===== src/rtl/aes_pkg.sv =====
// Purpose: shared AES-128 key-schedule constants, Rcon table and controller state encoding.
// Latency: none (declarations only).
// Backpressure: not applicable.
package aes_pkg;

  localparam int AES_KEY_LEN    = 128;
  localparam int AES_WORD_LEN   = 32;
  localparam int AES_NUM_ROUNDS = 10;

  // Entry [r] is the round constant for round r; entry 0 is unused by the schedule.
  localparam logic [10:0][7:0] AES_RCON = {
    8'h36, 8'h1b, 8'h80, 8'h40, 8'h20, 8'h10, 8'h08, 8'h04, 8'h02, 8'h01, 8'h00
  };

  typedef enum logic [1:0] {
    IDLE   = 2'd0,
    EXPAND = 2'd1,
    DONE   = 2'd2
  } ks_state_t;

endpackage


===== src/rtl/aes_sbox_word.sv =====
// Purpose: AES SubWord, four parallel byte S-boxes (GF(2^8) inverse followed by the affine map).
// Latency: purely combinational.
// Backpressure: none; output follows input.
module aes_sbox_word (
  input  logic [31:0] word_in,
  output logic [31:0] word_out
);

  // Multiply in GF(2^8) modulo x^8+x^4+x^3+x+1.
  function automatic logic [7:0] gf_mul(input logic [7:0] a, input logic [7:0] b);
    logic [7:0] p;
    logic [7:0] aa;
    p  = 8'h00;
    aa = a;
    for (int i = 0; i < 8; i++) begin
      if (b[i]) p = p ^ aa;
      aa = {aa[6:0], 1'b0} ^ (aa[7] ? 8'h1b : 8'h00);
    end
    return p;
  endfunction

  // Inverse is x^254 (maps 0 to 0), then the fixed affine transform with constant 0x63.
  function automatic logic [7:0] sbox_byte(input logic [7:0] x);
    logic [7:0] sq;
    logic [7:0] inv;
    sq  = x;
    inv = 8'h01;
    for (int i = 0; i < 7; i++) begin
      sq  = gf_mul(sq, sq);
      inv = gf_mul(inv, sq);
    end
    return inv ^ {inv[6:0], inv[7]} ^ {inv[5:0], inv[7:6]}
               ^ {inv[4:0], inv[7:5]} ^ {inv[3:0], inv[7:4]} ^ 8'h63;
  endfunction

  // Substitute each byte of the word independently.
  always_comb begin
    word_out = '0;
    for (int i = 0; i < 4; i++) begin
      word_out[8*i +: 8] = sbox_byte(word_in[8*i +: 8]);
    end
  end

endmodule


===== src/rtl/key_schedule_ctrl.sv =====
// Purpose: AES-128 key expansion controller with 11-entry round-key store and read port.
// Latency: 10 cycles from key acceptance to keys_ready; round-key reads return 1 cycle after request.
// Backpressure: key_ready low during expansion (key_valid ignored); reads never stall, invalid reads drop.
module key_schedule_ctrl
  import aes_pkg::*;
#(
  parameter int KEY_LEN    = AES_KEY_LEN,
  parameter int WORD_LEN   = AES_WORD_LEN,
  parameter int NUM_ROUNDS = AES_NUM_ROUNDS
) (
  input  logic               clk,
  input  logic               reset,
  input  logic [KEY_LEN-1:0] key_in,
  input  logic               key_valid,
  output logic               key_ready,
  input  logic               rd_en,
  input  logic [3:0]         rd_round,
  output logic [KEY_LEN-1:0] rd_key,
  output logic               rd_valid,
  output logic               keys_ready,
  output logic               busy
);

  localparam logic [3:0] LAST_ROUND = 4'(NUM_ROUNDS);

  ks_state_t          state_q;
  logic [3:0]         cnt_q;
  logic [KEY_LEN-1:0] work_q;
  logic [KEY_LEN-1:0] slot_q [0:NUM_ROUNDS];

  logic                accept;
  logic                rd_hit;
  logic [WORD_LEN-1:0] w0, w1, w2, w3;
  logic [WORD_LEN-1:0] n0, n1, n2, n3;
  logic [WORD_LEN-1:0] sub_rot;
  logic [KEY_LEN-1:0]  next_key;

  assign accept = key_valid && (state_q != EXPAND);
  assign rd_hit = rd_en && keys_ready && (rd_round <= LAST_ROUND);

  assign w0 = work_q[KEY_LEN-1            -: WORD_LEN];
  assign w1 = work_q[KEY_LEN-1-WORD_LEN   -: WORD_LEN];
  assign w2 = work_q[KEY_LEN-1-2*WORD_LEN -: WORD_LEN];
  assign w3 = work_q[WORD_LEN-1:0];

  aes_sbox_word u_sbox (
    .word_in  ({w3[WORD_LEN-9:0], w3[WORD_LEN-1 -: 8]}),
    .word_out (sub_rot)
  );

  // Next round key from the current working key.
  always_comb begin
    n0       = w0 ^ sub_rot ^ {AES_RCON[cnt_q], 24'h000000};
    n1       = w1 ^ n0;
    n2       = w2 ^ n1;
    n3       = w3 ^ n2;
    next_key = {n0, n1, n2, n3};
  end

  // Control FSM: accept a key, expand one round per cycle, then hold results.
  always_ff @(posedge clk or negedge reset) begin
    if (!reset) begin
      state_q    <= IDLE;
      cnt_q      <= 4'd0;
      key_ready  <= 1'b1;
      busy       <= 1'b0;
      keys_ready <= 1'b0;
    end else begin
      case (state_q)
        IDLE, DONE: begin
          if (key_valid) begin
            state_q    <= EXPAND;
            cnt_q      <= 4'd1;
            key_ready  <= 1'b0;
            busy       <= 1'b1;
            keys_ready <= 1'b0;
          end
        end
        EXPAND: begin
          cnt_q <= cnt_q + 4'd1;
          if (cnt_q == LAST_ROUND) begin
            state_q    <= DONE;
            key_ready  <= 1'b1;
            busy       <= 1'b0;
            keys_ready <= 1'b1;
          end
        end
        default: begin
          state_q   <= IDLE;
          key_ready <= 1'b1;
          busy      <= 1'b0;
        end
      endcase
    end
  end

  // Key storage and working register; contents are only meaningful once keys_ready is set.
  always_ff @(posedge clk) begin
    if (accept) begin
      slot_q[0] <= key_in;
      work_q    <= key_in;
    end else if (state_q == EXPAND) begin
      slot_q[cnt_q] <= next_key;
      work_q        <= next_key;
    end
  end

  // Read port: registered lookup, old key set is seen on an edge that also accepts a new key.
  always_ff @(posedge clk or negedge reset) begin
    if (!reset) begin
      rd_valid <= 1'b0;
      rd_key   <= '0;
    end else begin
      rd_valid <= rd_hit;
      if (rd_hit) rd_key <= slot_q[rd_round];
    end
  end

endmodule


===== config.mk =====
export PLATFORM = sky130hd
export DESIGN_NAME = key_schedule_ctrl
export DESIGN_NICKNAME = d
export VERILOG_FILES = /design/src/rtl/aes_pkg.sv /design/src/rtl/aes_sbox_word.sv /design/src/rtl/key_schedule_ctrl.sv
export SDC_FILE = /design/constraint.sdc
export NUM_CORES = 2
export LEC_CHECK = 0
export CORE_ASPECT_RATIO = 0.8
export CORE_UTILIZATION = 60
export CTS_BUF_LIST = sky130_fd_sc_hd__clkbuf_2 sky130_fd_sc_hd__clkbuf_4 sky130_fd_sc_hd__clkbuf_8
export CTS_CLUSTER_SIZE = 8
export DETAILED_ROUTE_END_ITERATION = 12
export PLACE_DENSITY = 0.74
export SLEW_MARGIN = 15
export SYNTH_ARGS = -nofsm -noshare
export SYNTH_HDL_FRONTEND = slang
export SYNTH_SLANG_ARGS = --single-unit

===== constraint.sdc =====
create_clock -name clk -period 22.4 [get_ports clk]
set_input_delay 4.48 -clock clk [delete_from_list [all_inputs] [get_ports clk]]
set_output_delay 4.48 -clock clk [all_outputs]
set_load 0.05 [all_outputs]

==> results.md <==
* Status: finished clean
* Initial Util at 0.606
* Clock root buffer: clkbuf_8
* Via/cell ratio at 6.26
* Ranking of synthesized cells by area: edfxtp_1 38%, xnor2_1 12%, xnor3_1 6.9%
* I/O pins at 268
* Htree depth at 4
* Slowest-stage cell, CP: edfxtp_1
* Synth cell count leaders: 1628 x xnor2_1, 1536 x edfxtp_1, 1344 x nor2_1
* Hold path startpoint: rd_key[56]
* Register area at 49600 um2
* Post-CTS sizing at 0
* Max Buffers Root-to-Sink at 3
* Layout cell share with drive strength beyond 1 at 0.114
* FF-to-FF Start: work_q[15]
* Predominant post-synthesis flop cell: edfxtp_1
* #FFs+latches synth at 1674
* Placeable Area at 202000 um2
* Crit end category: flop
* RePlAce Congestion at 0.960
* Count leader, synth: xnor2_1
* WS Path Type: reg -> reg
* Sink Count at 1674
* Clock skew at 63.0 ps
* Post-synthesis average cell area at 10.6 um2
* Nets at 11900
* Tot GR Track Use at 0.334
* Routed wire per std cell at 23.9 um
* Setup bufs post-CTS at 0
* Clock insertion delay at the later pin of the skew report at 980 ps
* Slew @ Worst Pin at 1230 ps
* Slew Limit Fails at 0
* Synth warn at 0
* Largest delay share family, worst path: XOR/XNOR gates
* EDFF count, synth at 1536
* CTS Buf Count at 240
* ANT nets after route at 0
* Crit path arrival time at 21400 ps
* Iteration count of the initial detailed-routing pass at 8
* Pin count of the biggest net entering global routing at 149
* Yosys top cell area share at 0.377
* Hold Crit Class: reg -> reg
* Global route total overflow at 0
* Hold_buf cts at 0
* Vias in the first global route at 86900
* First-pass GRT wire length at 528000 um
* Num rows at 147
* Synthesized net count at 11700
* RSZ-0062 raised after global routing: no
* Crit-path max FO at 37
* Area Growth Syn to Fin at 9.37%
* Minimum clock period at 20760 ps
* Distinct cells, synth at 110
* Max Fclk at 0.0482 GHz
* Clock-pin slew on the worst setup and hold paths at 70 ps
* Async set-reset flop share out of synthesis at 0.0824
* Fin. Hold Viols at 0
* CP bufs+invs at 4
* Post-Route WL at 349000 um
* Sequential area share after synthesis at 0.406
* Critical Path Source: work_q[15]
* Final Hold Slack at 478 ps
* Max-Cap Viols at 0
* Worst EP required at 23030 ps
* Final setup fails at 0
* Synthesized cell area at 122000 um2
* Die Ht at 406 um
* DIE AREA at 205000 um2
* Antenna violations before repair at 36
* Fill cells at 15200
* Multi-input logic area at 69600 um2
* CP dominant cell by count: xor2_1
* Port Buffers at 267
* CP peak stage delay at 940 ps
* Die width at 507 um
* Detailed Route Iter0 Violations at 11000
* DR DRC count at 0
* Final period utilization at 0.927
* CP Launch Type: flop
* Slew Limit Headroom at 0.177
* CTS tree: done
* Setup TNS at 0 ps
* DP Wirelength at 233000 um
* Via count at 91500
* Area leader, netlist: edfxtp_1
* Post-Synthesis Cells at 11600
-- worst register-to-register path: cells and delay by family, from the launching register on --
family                     cells  cell delay, ps
xor gates and xnor gates      28           10920
muxes                          2             450
and+or+nand+nor               10            3190
DFF                            1             940
buffers and inverters          4            1090
adders and majority gates      2            1220
AOI/OAI and AO/OA              9            2620
-- flip-flops by register name, summed over array words and instances, names as in the netlist, 2 cells and up --
signal   flops
cnt_q        4
slot_q    1408
state_q      2
work_q     128
rd_key     128
-- final timing paths --
| check | to | slack [ps] | depth (start not counted) |
|---|---|---|---|
| worst max-delay path | slot_q[7][23] | 1640 | 55 |
| worst min-delay path | rd_key[56] | 480 | 2 |
| worst max register to register | slot_q[7][23] | 1640 | 55 |
| worst min register to register | rd_key[56] | 480 | 2 |
| max in group asynchronous | rd_key[88] | 17030 | 3 |
| min in group asynchronous | rd_key[13] | 3460 | 1 |
-- cells by family after synthesis --
family	count (synthesis)	share of synthesized area
simple gates	3448	0.120
xor+xnor	2713	0.252
compound gates	2094	0.103
flops	1674	0.406
buf+inv	848	0.0282
mux	759	0.0889
fa+ha+maj	27	0.00274
-- per-stage QoR --
stage / cells / instance area, um2 / setup WS, ps / util
6_report: 14600 / 134000 / 1640 / 0.663
5_1_grt: 14600 / 134000 / 570 / 0.663
4_1_cts: 14600 / 134000 / 2080 / 0.662
3_5_place_dp: 14100 / 129000 / 2130 / 0.637
3_3_place_gp: 14100 / 129000 / 1990 / 0.637
2_1_floorplan: 11600 / 122000 / 6220 / -
-- cell type report --
type                       instances  share of cell area
antenna                           36            0.000674
clock buffer                     421              0.0359
clock inverter                    18             0.00172
inverter                         110             0.00309
multi-input combinational       9041               0.521
sequential                      1674               0.371
tap                             2682              0.0251
timing repair buffer             635              0.0418
-- cells in the final DEF (no fill, tap or decap), drive strengths merged, types with 105 or more instances in the layout --
cell              n
mux2i           464
nand3           193
dfrtp           137
edfxtp         1536
buf             372
xnor3           388
o21ai           794
nand2          1303
inv             105
clkdlybuf4s50   262
mux4            257
a21oi           564
nor3            197
o22ai           108
xor2            577
xnor2          1707
nor2           1350
clkbuf          422
-- layer usage --
metal  vias to the layer above  routed length (um)  global-route usage
met5                         -                  18                   0
met4                         2               14200               0.138
met3                       551               29600              0.0404
met2                      4570              160000               0.522
met1                     45000              145000               0.475
li1                      41500                   -                   -
Power is not shown: default switching activity piles up to over one toggle a cycle in this logic, so the estimate is an artifact.
